$ cat src/rtl/dmem_pkg.sv
// Shared types and constants for the data-memory arbiter.
// Holds default widths, the sequencer state encoding and requester indices.
package dmem_pkg;

    localparam int unsigned ADDR_W_DEF = 8;
    localparam int unsigned DATA_W_DEF = 32;

    typedef enum logic [1:0] {
        StIdle,
        StAccess,
        StResp
    } state_e;

    localparam logic REQ_CORE = 1'b0;
    localparam logic REQ_DBG  = 1'b1;

endpackage

$ cat src/rtl/dmem_arbiter_if.sv
// Bundle of both requester channels plus the single-port memory bus.
// The arbiter takes the slave view; requesters and memory model take the master view.
interface dmem_arbiter_if #(
    parameter int unsigned ADDR_W = 8,
    parameter int unsigned DATA_W = 32
);

    logic                         fixed_prio;
    logic [1:0]                   req;
    logic [1:0]                   we;
    logic [1:0][ADDR_W-1:0]       addr;
    logic [1:0][DATA_W-1:0]       wdata;
    logic [1:0]                   gnt;
    logic [1:0]                   rvalid;
    logic [1:0][DATA_W-1:0]       rdata;

    logic [ADDR_W-1:0]            mem_raddr;
    logic [ADDR_W-1:0]            mem_waddr;
    logic [DATA_W-1:0]            mem_wdata;
    logic                         mem_re;
    logic                         mem_we;
    logic [DATA_W-1:0]            mem_rdata;

    modport slave (
        input  fixed_prio, req, we, addr, wdata, mem_rdata,
        output gnt, rvalid, rdata, mem_raddr, mem_waddr, mem_wdata, mem_re, mem_we
    );

    modport master (
        output fixed_prio, req, we, addr, wdata, mem_rdata,
        input  gnt, rvalid, rdata, mem_raddr, mem_waddr, mem_wdata, mem_re, mem_we
    );

endinterface

$ cat src/rtl/rr_pick2.sv
// Combinational two-way winner select: fixed priority to requester 0, or
// round-robin where a contended slot goes to whoever was not granted last.
module rr_pick2 (
    input  logic req0_i,
    input  logic req1_i,
    input  logic last_gnt_i,
    input  logic fixed_prio_i,
    output logic win_o,
    output logic valid_o
);

    always_comb begin
        valid_o = req0_i | req1_i;
        win_o   = 1'b0;
        if (req0_i && req1_i) begin
            win_o = fixed_prio_i ? 1'b0 : ~last_gnt_i;
        end else if (req1_i) begin
            win_o = 1'b1;
        end
    end

endmodule

$ cat src/rtl/dmem_arbiter.sv
// Serialises core and debug accesses onto the single-port data memory.
// Each access takes an ACCESS cycle (grant + memory strobe) then a RESP cycle.
module dmem_arbiter
    import dmem_pkg::*;
#(
    parameter int unsigned ADDR_W = ADDR_W_DEF,
    parameter int unsigned DATA_W = DATA_W_DEF
) (
    input  logic           clk,
    input  logic           rst_n,
    dmem_arbiter_if.slave  bus
);

    state_e                 state_q, state_d;
    logic                   winner_q, winner_d;
    logic                   we_q, we_d;
    logic [ADDR_W-1:0]      addr_q, addr_d;
    logic [DATA_W-1:0]      wdata_q, wdata_d;
    logic                   last_gnt_q, last_gnt_d;
    logic [1:0][DATA_W-1:0] rdata_q, rdata_d;

    logic                   pick_win;
    logic                   pick_valid;

    logic [1:0]             gnt;
    logic [1:0]             rvalid;
    logic [ADDR_W-1:0]      mem_raddr;
    logic [ADDR_W-1:0]      mem_waddr;
    logic [DATA_W-1:0]      mem_wdata;
    logic                   mem_re;
    logic                   mem_we;

    rr_pick2 u_pick (
        .req0_i       (bus.req[REQ_CORE]),
        .req1_i       (bus.req[REQ_DBG]),
        .last_gnt_i   (last_gnt_q),
        .fixed_prio_i (bus.fixed_prio),
        .win_o        (pick_win),
        .valid_o      (pick_valid)
    );

    always_comb begin
        state_d    = state_q;
        winner_d   = winner_q;
        we_d       = we_q;
        addr_d     = addr_q;
        wdata_d    = wdata_q;
        last_gnt_d = last_gnt_q;
        rdata_d    = rdata_q;
        gnt        = '0;
        rvalid     = '0;
        mem_raddr  = '0;
        mem_waddr  = '0;
        mem_wdata  = '0;
        mem_re     = 1'b0;
        mem_we     = 1'b0;

        unique case (state_q)
            StIdle, StResp: begin
                if (state_q == StResp) begin
                    rvalid[winner_q] = ~we_q;
                end
                // RESP doubles as the next arbitration point to sustain one access per 2 cycles.
                if (pick_valid) begin
                    winner_d = pick_win;
                    we_d     = bus.we[pick_win];
                    addr_d   = bus.addr[pick_win];
                    wdata_d  = bus.wdata[pick_win];
                    state_d  = StAccess;
                end else begin
                    state_d  = StIdle;
                end
            end
            StAccess: begin
                gnt[winner_q] = 1'b1;
                mem_raddr     = addr_q;
                mem_waddr     = addr_q;
                if (we_q) begin
                    mem_we    = 1'b1;
                    mem_wdata = wdata_q;
                end else begin
                    mem_re            = 1'b1;
                    rdata_d[winner_q] = bus.mem_rdata;
                end
                last_gnt_d = winner_q;
                state_d    = StResp;
            end
            default: state_d = StIdle;
        endcase
    end

    always_ff @(posedge clk or negedge rst_n) begin
        if (!rst_n) begin
            state_q    <= StIdle;
            winner_q   <= 1'b0;
            we_q       <= 1'b0;
            addr_q     <= '0;
            wdata_q    <= '0;
            last_gnt_q <= 1'b1;
            rdata_q    <= '0;
        end else begin
            state_q    <= state_d;
            winner_q   <= winner_d;
            we_q       <= we_d;
            addr_q     <= addr_d;
            wdata_q    <= wdata_d;
            last_gnt_q <= last_gnt_d;
            rdata_q    <= rdata_d;
        end
    end

    assign bus.gnt       = gnt;
    assign bus.rvalid    = rvalid;
    assign bus.rdata     = rdata_q;
    assign bus.mem_raddr = mem_raddr;
    assign bus.mem_waddr = mem_waddr;
    assign bus.mem_wdata = mem_wdata;
    assign bus.mem_re    = mem_re;
    assign bus.mem_we    = mem_we;

endmodule

$ cat src/flat_wrapper.sv
// flat-port wrapper written by rule: the top's interface ports become plain ports
module dmem_arbiter_flat import dmem_pkg::*;
#(
    parameter int unsigned ADDR_W = ADDR_W_DEF,
    parameter int unsigned DATA_W = DATA_W_DEF
)
  (clk, rst_n, bus_fixed_prio, bus_req, bus_we, bus_addr, bus_wdata, bus_mem_rdata, bus_gnt, bus_rvalid, bus_rdata, bus_mem_raddr, bus_mem_waddr, bus_mem_wdata, bus_mem_re, bus_mem_we);
  dmem_arbiter_if #(.ADDR_W(ADDR_W), .DATA_W(DATA_W)) bus_i ();
  input  logic clk;
  input  logic rst_n;
  input wire logic [$bits(bus_i.fixed_prio)-1:0] bus_fixed_prio;
  input wire logic [$bits(bus_i.req)-1:0] bus_req;
  input wire logic [$bits(bus_i.we)-1:0] bus_we;
  input wire logic [$bits(bus_i.addr)-1:0] bus_addr;
  input wire logic [$bits(bus_i.wdata)-1:0] bus_wdata;
  input wire logic [$bits(bus_i.mem_rdata)-1:0] bus_mem_rdata;
  output wire logic [$bits(bus_i.gnt)-1:0] bus_gnt;
  output wire logic [$bits(bus_i.rvalid)-1:0] bus_rvalid;
  output wire logic [$bits(bus_i.rdata)-1:0] bus_rdata;
  output wire logic [$bits(bus_i.mem_raddr)-1:0] bus_mem_raddr;
  output wire logic [$bits(bus_i.mem_waddr)-1:0] bus_mem_waddr;
  output wire logic [$bits(bus_i.mem_wdata)-1:0] bus_mem_wdata;
  output wire logic [$bits(bus_i.mem_re)-1:0] bus_mem_re;
  output wire logic [$bits(bus_i.mem_we)-1:0] bus_mem_we;
  assign bus_i.fixed_prio = bus_fixed_prio;
  assign bus_i.req = bus_req;
  assign bus_i.we = bus_we;
  assign bus_i.addr = bus_addr;
  assign bus_i.wdata = bus_wdata;
  assign bus_i.mem_rdata = bus_mem_rdata;
  assign bus_gnt = bus_i.gnt;
  assign bus_rvalid = bus_i.rvalid;
  assign bus_rdata = bus_i.rdata;
  assign bus_mem_raddr = bus_i.mem_raddr;
  assign bus_mem_waddr = bus_i.mem_waddr;
  assign bus_mem_wdata = bus_i.mem_wdata;
  assign bus_mem_re = bus_i.mem_re;
  assign bus_mem_we = bus_i.mem_we;
  dmem_arbiter #(.ADDR_W(ADDR_W), .DATA_W(DATA_W)) u_core (.clk(clk), .rst_n(rst_n), .bus(bus_i));
endmodule
$ cat config.mk
export PLATFORM = sky130hd
export DESIGN_NAME = dmem_arbiter_flat
export DESIGN_NICKNAME = d
export VERILOG_FILES = /design/src/rtl/dmem_pkg.sv /design/src/rtl/dmem_arbiter_if.sv /design/src/rtl/rr_pick2.sv /design/src/rtl/dmem_arbiter.sv /design/src/flat_wrapper.sv
export SDC_FILE = /design/constraint.sdc
export NUM_CORES = 1
export LEC_CHECK = 0
export BUFFER_PORTS_ARGS = -buffer_cell sky130_fd_sc_hd__buf_2
export CAP_MARGIN = 5
export CELL_PAD_IN_SITES_DETAIL_PLACEMENT = 0
export CELL_PAD_IN_SITES_GLOBAL_PLACEMENT = 2
export CORE_UTILIZATION = 25
export CTS_CLUSTER_DIAMETER = 200
export DETAILED_ROUTE_END_ITERATION = 10
export GPL_TIMING_DRIVEN = 0
export HOLD_SLACK_MARGIN = 0.1
export MAX_ROUTING_LAYER = met4
export PLACE_DENSITY_LB_ADDON = 0.25
export SYNTH_ARGS = -nofsm -noshare
export SYNTH_HDL_FRONTEND = slang
export SYNTH_SLANG_ARGS = --single-unit
$ cat constraint.sdc
create_clock -name clk -period 1.5 [get_ports clk]
set_input_delay 0.45 -clock clk [delete_from_list [all_inputs] [get_ports clk]]
set_output_delay 0.45 -clock clk [all_outputs]
set_load 0.01 [all_outputs]
# --- After elaboration in Yosys (flattened, before gate mapping) ---
# Cells that the tools add are included.
classes:
  magnitude_cmp: 3
  eq_ne: 2
  n_mux: 26
  bitwise_logic: 4
  n_reduce_logical: 6
ops:
  columns: ["op", "n"]
  rows:
  - ["$mux W32", 5]
  - ["$bwmux W64", 1]
  - ["$demux W32 S1", 1]
  - ["$mux W8", 3]
  - ["$mux W1", 11]
  - ["$mux W2", 3]
  - ["$lt A1 B2 Y1 const B", 2]
  - ["$pmux W2 S2", 1]
  - ["$reduce_and A2 Y1", 2]
  - ["$and A2 B2 Y2", 1]
  - ["$eq A2 B1 Y1 const B", 1]
  - ["$eq A2 B2 Y1 const B", 1]
  - ["$logic_and A1 B1 Y1", 2]
  - ["$logic_not A2 Y1", 1]
  - ["$not A1 Y1", 2]
  - ["$reduce_or A2 Y1", 1]
  - ["$demux W1 S1", 1]
  - ["$ge A1 B1 Y1 const B", 1]
  - ["$or A1 B1 Y1", 1]
totals:
  regBits: 109
  in_bits: 119
  out_inout_bits: 118
  elab_cells: 49

# --- Depth between registers and ports, before layout ---
depth:
  word_depth: 7
  mapped_depth: 7
  mapped_depth_nobuf: 4

# --- Hierarchy ---
# From an unflattened synthesis, not the netlist that was laid out.
hier_totals:
  cells_unflattened: 339
  hier_area_um2: 5098.6
modules_own_cells:
  columns: ["module", "n_inst", "cells_each", "area_per_inst_um2", "seq_area_each_um2"]
  rows:
  - ["dmem_arbiter", 1, 336, 5081.1, 2728.9]
  - ["rr_pick2", 1, 3, 17.5, 0.0]

# --- Worst setup path before layout ---
# OpenSTA, ideal clock, no wires.
synth_timing:
  path_kind: "register -> output"
  from: "register u_core.state_q[1]"
  to: "output port bus_mem_waddr[0]"
  arrival_ns: 1.214
  t_required_ns: 1.050
  setup_slack_ns: -0.164
  stages_incl_launch_ff: 6
  path_buffers: 2
  cell_sequence: "dfrtp_1 > nand2b_4 > inv_1 > clkbuf_1 > and2_1 > buf_4"
synth_via:
  elab_chain_len: 2
synth_rtl:
  columns: ["item", "line_no", "text"]
  rows:
  - ["start, declared", "dmem_arbiter.sv:14", "state_e state_q, state_d;"]
  - ["start signal, assigned", "dmem_arbiter.sv:94", "state_q <= StIdle;"]
  - ["start signal, assigned", "dmem_arbiter.sv:102", "state_q <= state_d;"]
  - ["$eq A2 B1 Y1", null, null]
  - ["$mux W8", null, null]
  - ["end, declared", "flat_wrapper.sv:21", "output wire logic [$bits(bus_i.mem_waddr)-1:0] bus_mem_waddr;"]
# No other way between the ends.

# --- Worst setup path in the final report ---
layout_timing:
  from: "register u_core.state_q[0]"
  to: "output port bus_mem_waddr[2]"
layout_via:
  elab_chain_len: 2
layout_rtl:
  columns: ["item", "line_no", "text"]
  rows:
  - ["$eq A2 B1 Y1", "dmem_arbiter.sv:58", "unique case (state_q)"]
  - ["$mux W8", "dmem_arbiter.sv:58", null]
# No other way between the ends.

==> impl_metrics.py <==
metrics = {
    "status": {
        "outcome": "complete, but fails checks",
        "violations": "negative setup slack",
    },
    "logic_synthesis": {
        "yosysWarnings": 0,
        "ys_ff_latch": 109,
        "synth_top_area_cell": "dfrtp_1",
        "synth.most_common_cell": "dfrtp_1",
        "yosysSeqAreaShare_pct": 54.8,
        "synth_area_leaders": "dfrtp_1 54%, mux2_2 14%, nand2_1 6.3%",
        "synth_cells": 444,
        "synth_edf_count": 0,
        "avgSynthCellArea_um2": 11.2,
        "synth_cell_types": 25,
        "synth_area_um2": 4980,
        "yosys.area.top_type_share_pct": 54.3,
        "syn-num-nets": 563,
        "synth-async-reset-ratio_pct": 100,
        "synth_ff_type": "dfrtp_1",
        "synth_common_cells": "108 x dfrtp_1, 84 x nand2_1, 62 x mux2_2",
    },
    "placed_design": {
        "dp_hpwl_um": 12000,
        "portBuffers": 235,
        "place_area_um2": 6570,
        "gp_congestion": 0.743,
        "place_inst": 945,
    },
    "setup_path": {
        "crit_required_ns": 1.05,
        "critPathBufInv": 4,
        "critPathCaptureType": "output pin",
        "endpoint": "bus_mem_waddr[2]",
        "path_common_cell": "buf_6",
        "r2r_cells": 7,
        "path_class": "register to output pin",
        "max_stage_delay_ns": 0.45,
        "crit_fanout": 8,
        "critPathArrivalTime_ns": 1.48,
        "r2r_end": "u_core.bus.rdata[45]$_DFFE_PN0P_",
        "cp.depth": 6,
        "reg2reg_from": "u_core.state_q[1]$_DFF_PN0_",
        "crit_path_cell_trace": "nand2b_4 -> inv_8 -> clkbuf_16 -> and2_4 -> buf_6 -> buf_6",
        "cp-startpoint": "u_core.state_q[0]$_DFF_PN0_",
        "cp_slowest_cell": "dfrtp_2",
        "r2r_slack_ns": -0.27,
        "cp_top_family": "flip-flops",
        "cp-start-kind": "register",
    },
    "global_routing": {
        "grt_pass1_vias": 4709,
        "antenna_found_initial": 3,
        "track_usage_pct": 17.3,
        "grt_overflow": 0,
        "grt_pass1_wl_um": 26100,
        "grt_max_degree": 67,
    },
    "cells_and_area": {
        "fin_nets": 851,
        "fin_util_pct": 42.4,
        "fillers": 1912,
        "finalInstanceArea_um2": 8280,
        "drive_gt1_share_pct": 60.1,
        "syn_to_final_growth_pct": 66.3,
        "instances_no_fill": 1005,
    },
    "detailed_routing": {
        "firstDrtPassIters": 4,
        "vias_per_cell": 4.57,
        "antenna_left": 0,
        "drt_iter0_drc": 165,
        "drc": 0,
        "num_vias": 4594,
        "drt-total-wl_um": 17700,
        "routedWlPerCell_um": 17.6,
    },
    "timing": {
        "skew_ns": 0.00874,
        "max_freq_ghz": 0.517,
        "period_minus_slack_ns": 1.93,
        "setup_viol": 159,
        "rsz0062_at_grt": "yes",
        "drv_slew": 0,
        "setup_ws_ns": -0.433,
        "slew_headroom_pct": 61.8,
        "period_share_pct": 129,
        "final_hold_viol_count": 0,
        "tightest_slew_ns": 0.573,
    },
    "cts": {
        "cts_tree": "yes",
        "clk_pin_slew_ns": 0.08,
        "htreeDepth": 3,
        "cts_max_path_buffers": 2,
        "cts_buffers": 9,
        "clk_latency_ns": 0.35,
        "cts.sinks": 109,
        "clockRootBuffer": "clkbuf_16",
    },
    "floorplan": {
        "num_rows": 51,
        "ioPinCount": 237,
        "fp.dieH_um": 143,
        "coreArea_um2": 19500,
        "die_area_um2": 20500,
        "initial_utilization_pct": 25.5,
        "die_w_um": 143,
    },
    "power_and_ir_drop": {
        "vdd_ir_drop_max_mv": 0.595,
        "power.leakage_nw": 4.04,
        "power.density_nw_per_um2": 1470,
    },
    "job": {
        "max_cap_viol_count": 0,
    },
    "hold_path": {
        "min_from": "bus_wdata[4]",
        "min_path_type": "input port to register",
    },
}
==> registers in the layout (all words and copies together), names as in the netlist <==
name	count
u_core.addr_q	8
u_core.wdata_q	32
u_core.bus.rdata	64
u_core.last_gnt_q	1
u_core.state_q	2
u_core.winner_q	1
u_core.we_q	1
==> layout make-up <==
type / count / area (um2) / share of cell area, %
diodes: 3 / 7.51 / 0.0906
plain buffers: 48 / 548 / 6.62
clock buffers: 9 / 225 / 2.72
clock inverters: 7 / 60.1 / 0.725
inverters: 2 / 15.0 / 0.181
multi-input cells: 284 / 2280 / 27.5
flip-flops and latches: 109 / 2730 / 33.0
well taps: 265 / 332 / 4.00
repair buffers: 278 / 2080 / 25.1
==> cells by family (layout without fill, tap and decap cells) <==
| kind of cell | count (synthesis) | in the layout | synth area share [%] |
|---|---|---|---|
| AOI/OAI and AO/OA | 45 | 45 | 6.83 |
| buffers and inverters | 51 | 344 | 5.53 |
| DFF | 109 | 109 | 54.8 |
| muxes | 64 | 64 | 14.5 |
| other | 0 | 3 | 0 |
| and+or+nand+nor | 175 | 175 | 18.4 |
==> worst register-to-register path: stages (launching register included) <==
cell	delay, ns
dfrtp_1	0.38
nand2b_4	0.17
buf_4	0.18
nor3b_4	0.19
buf_6	0.16
buf_4	0.12
buf_12	0.10
mux2_2	0.33
==> repair_timing <==
item                                   in CTS  in global routing
gates cloned                                9                  6
resized for setup                         157                 51
hold buffers                                1                  0
endpoints found under the hold margin      10                  0
setup buffers                              22                  5
setup endpoints to repair                 156                224
pin swaps                                  36                 73
==> layer usage <==
layer,vias to the layer above,share of wire (%),track usage [%]
li1,2158,-,-
met1,2248,43,21.1
met2,173,48,28.1
met3,15,7.5,5.10
met4,0,0.87,4.02
met5,-,0,-
==> worst min-delay path by stage <==
stage	slack, ns	depth (start not counted)	endpoint
after floorplan	0.15	0	u_core.addr_q[0]$_DFFE_PN0P_
after global placement	0.47	1	u_core.bus.rdata[6]$_DFFE_PN0P_
after detailed placement	0.48	2	u_core.wdata_q[25]$_DFFE_PN0P_
after CTS	0.32	2	u_core.bus.rdata[13]$_DFFE_PN0P_
after global routing	0.33	2	u_core.bus.rdata[3]$_DFFE_PN0P_
final	0.34	3	u_core.wdata_q[4]$_DFFE_PN0P_
==> power by group <==
| part | total, W | internal [W] | switching (W) | leakage, nW |
|---|---|---|---|---|
| sequential | 0.00468 | 0.00408 | 0.000598 | 1.31 |
| combinational | 0.00514 | 0.00289 | 0.00225 | 2.59 |
| clock | 0.00234 | 0.00116 | 0.00119 | 0.135 |
| total | 0.0122 | 0.00813 | 0.00404 | 4.04 |
==> per-stage QoR <==
stage               hold slack, ns  total power [W]  setup slack (ns)  TNS [ns]
floorplan                    0.154          0.00680           -0.0153    -0.205
global placement             0.468          0.00849             -1.37   -184.35
detailed placement           0.478          0.00862            -0.612    -38.47
CTS                          0.321           0.0121            -0.450    -42.51
global route                 0.330           0.0129            -0.494    -48.38
finish                       0.342           0.0122            -0.433    -38.67
==> placed cells by master, fill, tap and decap left out, types with 3 or more instances in the layout <==
cell type,instances
buf_1,4
clkbuf_8,3
and2_4,10
and3_4,6
dfrtp_1,105
buf_2,207
diode_2,3
buf_4,15
mux2_4,35
and3_1,26
buf_8,13
inv_8,3
mux2_2,29
o211ai_1,41
buf_12,9
nand2_4,4
dfrtp_2,3
buf_16,7
buf_6,47
clkbuf_2,4
clkbuf_16,20
nand2_2,11
nand4_1,41
clkbuf_1,4
nand2_1,69
No activity file was read; power rests on OpenSTA's default activity.
